**src/rtl/vga_timing_if.sv**
```systemverilog
// Raster timing bundle between the timing generator and the pixel pipeline.
interface vga_timing_if #(
   parameter int unsigned CW = 10
);
   logic          enable;
   logic          pix_en;
   logic          h_sync;
   logic          v_sync;
   logic          de;
   logic          hblank;
   logic          vblank;
   logic [CW-1:0] xpos;
   logic [CW-1:0] ypos;
   logic          line_start;
   logic          frame_start;
   logic [CW-1:0] fetch_x;
   logic [CW-1:0] fetch_y;
   logic          fetch_valid;

   // Timing generator side: takes the run control, drives the raster.
   modport master (
      input  enable,
      output pix_en, h_sync, v_sync, de, hblank, vblank, xpos, ypos,
             line_start, frame_start, fetch_x, fetch_y, fetch_valid
   );

   // Pixel pipeline side.
   modport slave (
      output enable,
      input  pix_en, h_sync, v_sync, de, hblank, vblank, xpos, ypos,
             line_start, frame_start, fetch_x, fetch_y, fetch_valid
   );
endinterface

```
**src/rtl/vga_timing_gen.sv**
```systemverilog
// Parametrised raster timing generator: pixel clock-enable divider, h/v
// raster counters, a look-ahead fetch counter pair and registered region
// decode for sync, data-enable, blanking and coordinates.
module vga_timing_gen #(
   parameter int unsigned H_ACTIVE  = 640,
   parameter int unsigned H_FP      = 16,
   parameter int unsigned H_SYNC    = 96,
   parameter int unsigned H_BP      = 48,
   parameter int unsigned V_ACTIVE  = 480,
   parameter int unsigned V_FP      = 10,
   parameter int unsigned V_SYNC    = 2,
   parameter int unsigned V_BP      = 33,
   parameter bit          HS_POL    = 1'b0,
   parameter bit          VS_POL    = 1'b0,
   parameter int unsigned CLK_DIV   = 2,
   parameter int unsigned LOOKAHEAD = 0,
   parameter int unsigned CW        = 10
) (
   input logic          clk,
   input logic          reset,
   vga_timing_if.master vif
);

   localparam int unsigned H_TOTAL      = H_ACTIVE + H_FP + H_SYNC + H_BP;
   localparam int unsigned V_TOTAL      = V_ACTIVE + V_FP + V_SYNC + V_BP;
   localparam int unsigned H_SYNC_START = H_ACTIVE + H_FP;
   localparam int unsigned H_SYNC_END   = H_SYNC_START + H_SYNC;
   localparam int unsigned V_SYNC_START = V_ACTIVE + V_FP;
   localparam int unsigned V_SYNC_END   = V_SYNC_START + V_SYNC;
   localparam int unsigned DW           = (CLK_DIV > 1) ? $clog2(CLK_DIV) : 1;

   localparam logic [DW-1:0] DIV_LAST = DW'(CLK_DIV - 1);
   localparam logic [CW-1:0] H_LAST   = CW'(H_TOTAL - 1);
   localparam logic [CW-1:0] V_LAST   = CW'(V_TOTAL - 1);
   localparam logic [CW-1:0] LA_INIT  = CW'(LOOKAHEAD);
   localparam bit            LA_VALID = (LOOKAHEAD < H_ACTIVE);

   // Divider and raster counters
   logic [DW-1:0] div_q, div_d;
   logic [CW-1:0] h_q, h_d;
   logic [CW-1:0] v_q, v_d;
   logic [CW-1:0] fh_q, fh_d;
   logic [CW-1:0] fv_q, fv_d;

   // Registered level outputs
   logic          h_sync_q, h_sync_d;
   logic          v_sync_q, v_sync_d;
   logic          de_q, de_d;
   logic          hblank_q, hblank_d;
   logic          vblank_q, vblank_d;
   logic [CW-1:0] xpos_q, xpos_d;
   logic [CW-1:0] ypos_q, ypos_d;
   logic [CW-1:0] fetch_x_q, fetch_x_d;
   logic [CW-1:0] fetch_y_q, fetch_y_d;
   logic          fetch_valid_q, fetch_valid_d;

   // Strobes are combinational so they line up with the edge that moves the counters
   logic          pix_en_c;
   logic          line_start_c;
   logic          frame_start_c;

   // Pixel strobe and line/frame markers for the current counter position
   always_comb begin
      pix_en_c      = vif.enable && !reset && (div_q == DIV_LAST);
      line_start_c  = pix_en_c && (h_q == '0);
      frame_start_c = line_start_c && (v_q == '0);
   end

   // Next divider and counter values; the fetch pair wraps exactly like (h,v)
   always_comb begin
      div_d = div_q;
      h_d   = h_q;
      v_d   = v_q;
      fh_d  = fh_q;
      fv_d  = fv_q;

      if (vif.enable) begin
         div_d = (div_q == DIV_LAST) ? '0 : div_q + DW'(1);
      end

      if (pix_en_c) begin
         if (h_q == H_LAST) begin
            h_d = '0;
            v_d = (v_q == V_LAST) ? '0 : v_q + CW'(1);
         end else begin
            h_d = h_q + CW'(1);
         end

         if (fh_q == H_LAST) begin
            fh_d = '0;
            fv_d = (fv_q == V_LAST) ? '0 : fv_q + CW'(1);
         end else begin
            fh_d = fh_q + CW'(1);
         end
      end
   end

   // Region decode of the next counter values so outputs move with the counters
   always_comb begin
      hblank_d      = 1'b0;
      vblank_d      = 1'b0;
      de_d          = 1'b0;
      h_sync_d      = ~HS_POL;
      v_sync_d      = ~VS_POL;
      xpos_d        = '0;
      ypos_d        = '0;
      fetch_valid_d = 1'b0;
      fetch_x_d     = '0;
      fetch_y_d     = '0;

      hblank_d = (32'(h_d) >= H_ACTIVE);
      vblank_d = (32'(v_d) >= V_ACTIVE);
      de_d     = !hblank_d && !vblank_d;

      if ((32'(h_d) >= H_SYNC_START) && (32'(h_d) < H_SYNC_END)) begin
         h_sync_d = HS_POL;
      end
      if ((32'(v_d) >= V_SYNC_START) && (32'(v_d) < V_SYNC_END)) begin
         v_sync_d = VS_POL;
      end

      if (de_d) begin
         xpos_d = h_d;
         ypos_d = v_d;
      end

      fetch_valid_d = (32'(fh_d) < H_ACTIVE) && (32'(fv_d) < V_ACTIVE);
      if (fetch_valid_d) begin
         fetch_x_d = fh_d;
         fetch_y_d = fv_d;
      end
   end

   // State and output registers; reset returns to top-left with fetch LOOKAHEAD ahead
   always_ff @(posedge clk) begin
      if (reset) begin
         div_q         <= '0;
         h_q           <= '0;
         v_q           <= '0;
         fh_q          <= LA_INIT;
         fv_q          <= '0;
         h_sync_q      <= ~HS_POL;
         v_sync_q      <= ~VS_POL;
         de_q          <= 1'b1;
         hblank_q      <= 1'b0;
         vblank_q      <= 1'b0;
         xpos_q        <= '0;
         ypos_q        <= '0;
         fetch_valid_q <= LA_VALID;
         fetch_x_q     <= LA_VALID ? LA_INIT : '0;
         fetch_y_q     <= '0;
      end else begin
         div_q         <= div_d;
         h_q           <= h_d;
         v_q           <= v_d;
         fh_q          <= fh_d;
         fv_q          <= fv_d;
         h_sync_q      <= h_sync_d;
         v_sync_q      <= v_sync_d;
         de_q          <= de_d;
         hblank_q      <= hblank_d;
         vblank_q      <= vblank_d;
         xpos_q        <= xpos_d;
         ypos_q        <= ypos_d;
         fetch_valid_q <= fetch_valid_d;
         fetch_x_q     <= fetch_x_d;
         fetch_y_q     <= fetch_y_d;
      end
   end

   assign vif.pix_en      = pix_en_c;
   assign vif.line_start  = line_start_c;
   assign vif.frame_start = frame_start_c;
   assign vif.h_sync      = h_sync_q;
   assign vif.v_sync      = v_sync_q;
   assign vif.de          = de_q;
   assign vif.hblank      = hblank_q;
   assign vif.vblank      = vblank_q;
   assign vif.xpos        = xpos_q;
   assign vif.ypos        = ypos_q;
   assign vif.fetch_x     = fetch_x_q;
   assign vif.fetch_y     = fetch_y_q;
   assign vif.fetch_valid = fetch_valid_q;

endmodule

```
**src/flat_wrapper.sv**
```systemverilog
// flat-port wrapper written by rule: the top's interface ports become plain ports
module vga_timing_gen_flat 
#(
   parameter int unsigned H_ACTIVE  = 640,
   parameter int unsigned H_FP      = 16,
   parameter int unsigned H_SYNC    = 96,
   parameter int unsigned H_BP      = 48,
   parameter int unsigned V_ACTIVE  = 480,
   parameter int unsigned V_FP      = 10,
   parameter int unsigned V_SYNC    = 2,
   parameter int unsigned V_BP      = 33,
   parameter bit          HS_POL    = 1'b0,
   parameter bit          VS_POL    = 1'b0,
   parameter int unsigned CLK_DIV   = 2,
   parameter int unsigned LOOKAHEAD = 0,
   parameter int unsigned CW        = 10
)
  (clk, reset, vif_enable, vif_pix_en, vif_h_sync, vif_v_sync, vif_de, vif_hblank, vif_vblank, vif_xpos, vif_ypos, vif_line_start, vif_frame_start, vif_fetch_x, vif_fetch_y, vif_fetch_valid);
  vga_timing_if #(.CW(CW)) vif_i ();
  input logic clk;
  input logic reset;
  input wire logic [$bits(vif_i.enable)-1:0] vif_enable;
  output wire logic [$bits(vif_i.pix_en)-1:0] vif_pix_en;
  output wire logic [$bits(vif_i.h_sync)-1:0] vif_h_sync;
  output wire logic [$bits(vif_i.v_sync)-1:0] vif_v_sync;
  output wire logic [$bits(vif_i.de)-1:0] vif_de;
  output wire logic [$bits(vif_i.hblank)-1:0] vif_hblank;
  output wire logic [$bits(vif_i.vblank)-1:0] vif_vblank;
  output wire logic [$bits(vif_i.xpos)-1:0] vif_xpos;
  output wire logic [$bits(vif_i.ypos)-1:0] vif_ypos;
  output wire logic [$bits(vif_i.line_start)-1:0] vif_line_start;
  output wire logic [$bits(vif_i.frame_start)-1:0] vif_frame_start;
  output wire logic [$bits(vif_i.fetch_x)-1:0] vif_fetch_x;
  output wire logic [$bits(vif_i.fetch_y)-1:0] vif_fetch_y;
  output wire logic [$bits(vif_i.fetch_valid)-1:0] vif_fetch_valid;
  assign vif_i.enable = vif_enable;
  assign vif_pix_en = vif_i.pix_en;
  assign vif_h_sync = vif_i.h_sync;
  assign vif_v_sync = vif_i.v_sync;
  assign vif_de = vif_i.de;
  assign vif_hblank = vif_i.hblank;
  assign vif_vblank = vif_i.vblank;
  assign vif_xpos = vif_i.xpos;
  assign vif_ypos = vif_i.ypos;
  assign vif_line_start = vif_i.line_start;
  assign vif_frame_start = vif_i.frame_start;
  assign vif_fetch_x = vif_i.fetch_x;
  assign vif_fetch_y = vif_i.fetch_y;
  assign vif_fetch_valid = vif_i.fetch_valid;
  vga_timing_gen #(.H_ACTIVE(H_ACTIVE), .H_FP(H_FP), .H_SYNC(H_SYNC), .H_BP(H_BP), .V_ACTIVE(V_ACTIVE), .V_FP(V_FP), .V_SYNC(V_SYNC), .V_BP(V_BP), .HS_POL(HS_POL), .VS_POL(VS_POL), .CLK_DIV(CLK_DIV), .LOOKAHEAD(LOOKAHEAD), .CW(CW)) u_core (.clk(clk), .reset(reset), .vif(vif_i));
endmodule
```
**config.mk**
```make
export PLATFORM = sky130hd
export DESIGN_NAME = vga_timing_gen_flat
export DESIGN_NICKNAME = d
export VERILOG_FILES = /design/src/rtl/vga_timing_if.sv /design/src/rtl/vga_timing_gen.sv /design/src/flat_wrapper.sv
export SDC_FILE = /design/constraint.sdc
export NUM_CORES = 1
export LEC_CHECK = 0
export BUFFER_PORTS_ARGS = -buffer_cell sky130_fd_sc_hd__buf_4
export CELL_PAD_IN_SITES_DETAIL_PLACEMENT = 1
export CELL_PAD_IN_SITES_GLOBAL_PLACEMENT = 2
export CORE_MARGIN = 3
export CORE_UTILIZATION = 37
export DETAILED_ROUTE_END_ITERATION = 12
export PLACE_DENSITY = 0.9
export SETUP_SLACK_MARGIN = 0.1
export SYNTH_ARGS = -nofsm -noshare
export SYNTH_HDL_FRONTEND = slang
export SYNTH_SLANG_ARGS = --single-unit
```
**constraint.sdc**
```tcl
create_clock -name clk -period 8 [get_ports clk]
set_clock_uncertainty 0.15 [all_clocks]
set_input_delay 2.4 -clock clk [delete_from_list [all_inputs] [get_ports clk]]
set_output_delay 2.4 -clock clk [all_outputs]
set_load 0.02 [all_outputs]
```
==> flow_summary_export.csv, run 1 <==
group,metric,value,unit
status,status,"finished clean",
synthesis,synth_edf_count,0,
finish,most-common-layout-cells,"dfxtp_1, nor2_1, buf_4",
cts,cts.reportedPaths.clkPinSlew,0.08,ns
timing,relSlewSlack,0.2330,
cts,clockRootBuffer,"clkbuf_8",
placed_design,dp_hpwl,6232,um
cts,numCtsBuffers,9,
worst_setup_path,cp_slowest_cell,"buf_4",
synthesis,synth_seq_area_share,0.4931,
detailed_routing,dr.pass1.iters,4,
finish,layout.cells.non_filler,571,
cts,clk_path_buf_depth,2,
worst_setup_path,path_buf_inv,3,
floorplanning,rows,35,
floorplanning,die_y,103.7,um
finish,num-fill-cells,1101,
timing,grt_setup_unrepaired,"no",
cts,cts_resized,0,
synthesis,yosys-top-cells-area,"dfxtp_1, nor2_1, nor3_1",
placed_design,place.gp.congestion,0.8374,
synthesis,yosys.area_share.xor_xnor,0.04959,
synthesis,synth_flop_cell,"dfxtp_1",
floorplanning,die_w,103.7,um
worst_setup_path,cp.arrival,3.80,ns
worst_hold_path,hold_class,"register to register",
worst_setup_path,crit_fanout,44,
timing,fin_crit_sh,0.7934,
global_route,grt-ovfl-total,0,
run,max_cap_violations,0,
finish,fin_nets,447,
synthesis,synth_warnings,0,
cts,hold_buffers,0,
worst_setup_path,criticalPathCategory,"input pin to output port",
detailed_routing,drtAntennaViolNets,0,
timing,finalSetupViolCount,0,
synthesis,syn_inst,388,
timing,drv_slew,0,
timing,max_freq,0.1575,GHz
cts,post_cts_buffers,0,
synthesis,synth_compound_area_frac,0.08998,
finish,syn_to_final_growth,20.12,%
finish,drive_gt1_frac,0.1742,
global_route,grt_max_degree,45,
cts,clk_latency,0.36,ns
floorplanning,core-area,0.009240,sq mm
worst_setup_path,startpoint_type,"input pin",
floorplanning,io_pins,52,
cts,cts.sinks,87,
synthesis,synthMuxAreaShare,0.008502,
synthesis,synth_area_leader_cell,"dfxtp_1",
worst_setup_path,cp-end-kind,"output port",
synthesis,synth_cell_type_count,54,
placed_design,placedCellCount,555,
synthesis,synth-simple-area-share,0.2965,
power_and_ir_drop,p_per_area,191.5,mW/mm^2
timing,tns,0,ns
synthesis,synth_fa_ha_area_frac,0.02480,
power_and_ir_drop,p_leak,1.685,nW
global_route,grt_util_all_layers,0.1720,
detailed_routing,wirelength,8975,um
detailed_routing,num_vias,2953,
synthesis,synth_area_per_cell,9.103,sq um
global_route,grt_antenna_before_repair,0,
placed_design,port_buffers,51,
global_route,grt_pass1_vias,3051,
worst_setup_path,required,5.45,ns
detailed_routing,first_iter_violations,60,
floorplanning,dieArea,0.01075,sq mm
timing,hold_violations,0,
detailed_routing,viasPerCell,5.172,
global_route,grt_pass1_wl,15240,um
cts,htreeDepth,3,
finish,diodes,0,
finish,final_common_cell,"dfxtp_1",
synthesis,synth_seq_cells,87,
timing,min_period,6.347,ns
synthesis,synth-async-reset-ratio,0,
power_and_ir_drop,ir_worst_vdd,0.08241,mV
cts,cts_tree,"built",
synthesis,synth_top_area_frac,0.4931,
detailed_routing,wl_per_cell,15.72,um
synthesis,syn_area,0.003532,sq mm
floorplanning,start_util,0.3823,
worst_setup_path,path_cells,"buf_4 > nand3b_1 > buf_4 > nor4_1 > and3_1 > and3_1 > buf_4",
worst_setup_path,crit_path_frequent_cell,"buf_4",
finish,final_core_util,0.4592,
worst_setup_path,critPathMaxStageDelay,0.26,ns
timing,worst_pin_slew,1.147,ns
detailed_routing,drc_errors,0,
worst_setup_path,crit_family,"simple AND/OR/NAND/NOR gates",
synthesis,synth_top_family_by_area,"simple AND/OR/NAND/NOR gates",
-- final cells by class --
| cell class | count | area (sq um) | area share |
|---|---|---|---|
| clock inverter | 5 | 80.08 | 0.01887 |
| multi-input combinational | 274 | 1665 | 0.3925 |
| timing repair buffer | 53 | 397.9 | 0.09378 |
| sequential | 87 | 1742 | 0.4105 |
| clock buffer | 11 | 151.4 | 0.03568 |
| inverter | 12 | 45.04 | 0.01062 |
| tap | 129 | 161.4 | 0.03804 |
-- Yosys cell counts, drive strengths merged (2+ instances only) --
cell type / number
nand4: 13
nor4b: 4
ha: 7
o21a: 2
nor2b: 5
clkbuf: 11
a21o: 4
and4: 3
o31a: 2
a21oi: 13
buf: 5
nor3b: 3
xor2: 8
o21ai: 5
nor4: 7
and2: 7
nor3: 38
and3: 9
a22oi: 2
nand3: 16
inv: 12
a211oi: 2
dfxtp: 87
mux2i: 3
xnor2: 12
nand2b: 2
nor2: 68
nand2: 18
-- report_power, final --
group	leakage [nW]	internal, W	switching (W)
clock	0.112	0.000192	0.000161
combinational	0.871	0.00000708	0.0000148
sequential	0.702	0.000435	0.00000186
-- stage by stage --
step	hold slack, ns	total power (W)	setup slack (ns)	cell area, sq um
final	0.4321	0.0008126	1.653	4243
after global routing	0.4567	0.0008418	1.504	4243
after CTS	0.4329	0.0008235	1.630	4243
after detailed placement	0.4088	0.0004693	1.637	4011
after global placement	0.3698	0.0004685	1.666	4011
after floorplan	0.3477	0.0004619	1.719	3536
-- layer usage --
layer  share of wire  track usage  vias to the layer above
met4           0.016      0.05698                        0
met1            0.45       0.2079                     1433
met3           0.036      0.03738                       15
met5               0            0                        -
met2            0.50       0.3033                       53
li1                -            -                     1452
-- kinds of logic (layout without fill, tap and decap cells) --
logic type               after synthesis  after routing
multiplexers                           3              3
flip-flops                            87             87
XOR/XNOR                              20             20
other                                  1              2
adder cells (fa/ha/maj)                7              7
AO/OA/AOI/OAI                         42             42
buffers and inverters                 28             81
AND/OR/NAND/NOR                      200            200
-- sequential cells by signal, indices dropped and copies added (netlist names) --
| name | count |
|---|---|
| u_core.fh_q | 10 |
| u_core.vif.vblank | 1 |
| u_core.fv_q | 10 |
| u_core.vif.fetch_y | 10 |
| u_core.vif.xpos | 10 |
| u_core.vif.v_sync | 1 |
| u_core.vif.fetch_valid | 1 |
| u_core.vif.fetch_x | 10 |
| u_core.vif.ypos | 10 |
| u_core.h_q | 10 |
| u_core.div_q | 1 |
| u_core.vif.hblank | 1 |
| u_core.v_q | 10 |
| u_core.vif.de | 1 |
| u_core.vif.h_sync | 1 |
-- worst reg2reg max path: cells and delay by family (launching register included) --
kind | cells | cell delay [ns]
adders and majority gates | 1 | 0.25
and+or+nand+nor | 4 | 1.62
DFF | 1 | 0.42
xor gates and xnor gates | 1 | 0.22
AOI/OAI and AO/OA | 1 | 0.79
-- final timing paths --
kind | from | end | depth (start not counted) | slack (ns)
setup / recovery | reset | vif_frame_start | 7 | 1.65
hold / removal | u_core.div_q$_SDFFE_PP0P_ | u_core.div_q$_SDFFE_PP0P_ | 2 | 0.43
setup reg to reg | u_core.fh_q[0]$_SDFF_PP0_ | u_core.vif.fetch_y[1]$_SDFF_PP0_ | 7 | 4.40
hold reg to reg | u_core.div_q$_SDFFE_PP0P_ | u_core.div_q$_SDFFE_PP0P_ | 2 | 0.43
Power figures use the tool's default switching activity.
==> run 2, diff against run 1 <==
Settings changed: CORE_UTILIZATION 37 to 34, PLACE_DENSITY 0.9 to 0.84.
Clock period 8 ns to 6.38 ns, I/O delays scaled along.
==> flow_summary_export.csv, run 2 (same netlist as run 1, synthesis figures left out) <==
group,metric,value,unit
timing,finalSetupViolCount,0,
worst_setup_path,required,4.32,ns
timing,hold_violations,0,
placed_design,dp_hpwl,6241,um
worst_hold_path,whs_path_depth,2,
worst_hold_path,hold_class,"register to register",
worst_setup_path,startpoint_type,"input pin",
cts,cts.reportedPaths.clkPinSlew,0.09,ns
timing,drv_slew,0,
power_and_ir_drop,p_switching,0.0002360,W
finish,drive_gt1_frac,0.1742,
power_and_ir_drop,p_leak,1.684,nW
finish,seq_area,0.001742,sq mm
worst_setup_path,r2r_cells,7,
timing,worst_hold_slack,0.4258,ns
detailed_routing,viasPerCell,5.064,
cts,cts_resized,0,
finish,most-common-layout-cells,"dfxtp_1, nor2_1, buf_4",
floorplanning,die_y,107.9,um
detailed_routing,wirelength,8862,um
worst_setup_path,r2r-end,"u_core.vif.fetch_x[3]$_SDFF_PP0_",
worst_setup_path,regToRegStartpoint,"u_core.fh_q[0]$_SDFF_PP0_",
timing,worst_pin_slew,1.082,ns
power_and_ir_drop,swShare,0.2321,
cts,cts.sinks,87,
timing,relSlewSlack,0.2762,
timing,min_period,5.387,ns
worst_setup_path,timing.reg2reg.setup_slack,2.65,ns
finish,final_core_util,0.4262,
placed_design,place.gp.congestion,0.8379,
worst_setup_path,cp-end-kind,"output port",
run,max_cap_violations,0,
finish,syn_to_final_growth,20.12,%
timing,max_freq,0.1856,GHz
global_route,grt_max_degree,45,
power_and_ir_drop,seq_power_share,0.539,
worst_setup_path,crit_fanout,44,
global_route,grt_pass1_wl,14830,um
global_route,grt_util_all_layers,0.1590,
global_route,grt_pass1_vias,3008,
worst_hold_path,holdPathEnd,"u_core.div_q$_SDFFE_PP0P_",
cts,cts_tree,"built",
timing,grt_setup_unrepaired,"no",
worst_hold_path,min_from,"u_core.div_q$_SDFFE_PP0P_",
power_and_ir_drop,internal_power,0.0007807,W
finish,layout.cells.non_filler,575,
finish,diodes,0,
finish,num-fill-cells,1192,
floorplanning,start_util,0.3548,
power_and_ir_drop,clock_power_share,0.435,
floorplanning,dieArea,0.01165,sq mm
cts,numCtsBuffers,9,
power_and_ir_drop,combPwrFrac,0.027,
placed_design,port_buffers,51,
status,status,"finished clean",
detailed_routing,wl_per_cell,15.41,um
worst_setup_path,cp.arrival,3.32,ns
global_route,grt_antenna_before_repair,0,
finish,fin_nets,447,
cts,clk_path_buf_depth,2,
floorplanning,core-area,0.009955,sq mm
cts,htreeDepth,3,
cts,hold_buffers,0,
detailed_routing,drtAntennaViolNets,0,
finish,final_cell_area,0.004243,sq mm
detailed_routing,first_iter_violations,93,
cts,clk_latency,0.36,ns
power_and_ir_drop,ir_worst_vdd,0.1111,mV
timing,fin_crit_sh,0.8443,
finish,final_common_cell,"dfxtp_1",
detailed_routing,dr.pass1.iters,4,
placed_design,dpl-instance-area,0.004016,sq mm
worst_setup_path,criticalPathCategory,"input pin to output port",
global_route,grt-ovfl-total,0,
power_and_ir_drop,p_per_area,239.6,mW/mm^2
floorplanning,io_pins,52,
detailed_routing,drc_errors,0,
floorplanning,rows,36,
cts,clockRootBuffer,"clkbuf_8",
placed_design,placedCellCount,559,
cts,post_cts_buffers,0,
floorplanning,die_w,107.9,um
detailed_routing,num_vias,2912,
timing,tns,0,ns
finish,multiInputGateArea,0.001665,sq mm
## run 2: power groups by stage
stage	combinational (W)	clock (W)	sequential (W)
2_1_floorplan	0.0000172	0	0.000562
6_report	0.0000271	0.000442	0.000548
4_1_cts	0.0000279	0.000452	0.000548
3_5_place_dp	0.0000279	0	0.000560
5_1_grt	0.0000301	0.000475	0.000548
3_3_place_gp	0.0000274	0	0.000560
## run 2: metrics by stage
step | worst slack [ns] | power [W]
2_1_floorplan | 1.071 | 0.0005792
3_3_place_gp | 1.006 | 0.0005878
3_5_place_dp | 0.9761 | 0.0005883
4_1_cts | 0.9776 | 0.001027
5_1_grt | 0.8708 | 0.001054
6_report | 0.9931 | 0.001017
## run 2: worst max path at each step
stage,from,endpoint,cells past startpoint
after global routing,reset,vif_frame_start,7
after detailed placement,reset,vif_frame_start,7
after floorplan,reset,vif_frame_start,6
after global placement,reset,vif_frame_start,7
after CTS,reset,vif_frame_start,7
final,reset,vif_frame_start,7
## run 2: critical path, cell delays in order
cell,delay [ns]
buf_4,0.26
nand3b_1,0.22
buf_4,0.19
nor4_1,0.16
and3_1,0.24
and3_1,0.17
buf_4,0.14
## run 2: cell type report
class	count	area share
well taps	133	0.03922
multi-input cells	274	0.3925
repair buffers	53	0.09378
clock inverters	7	0.02418
inverters	12	0.01062
flip-flops and latches	87	0.4105
clock buffers	9	0.02919
## run 2: metal layers
layer | part of all wire | track usage | vias to the layer above
met2 | 0.49 | 0.2718 | 52
met4 | 0.016 | 0.05861 | 0
met1 | 0.47 | 0.2014 | 1394
met5 | 0 | 0 | -
met3 | 0.033 | 0.02639 | 13
li1 | - | - | 1453
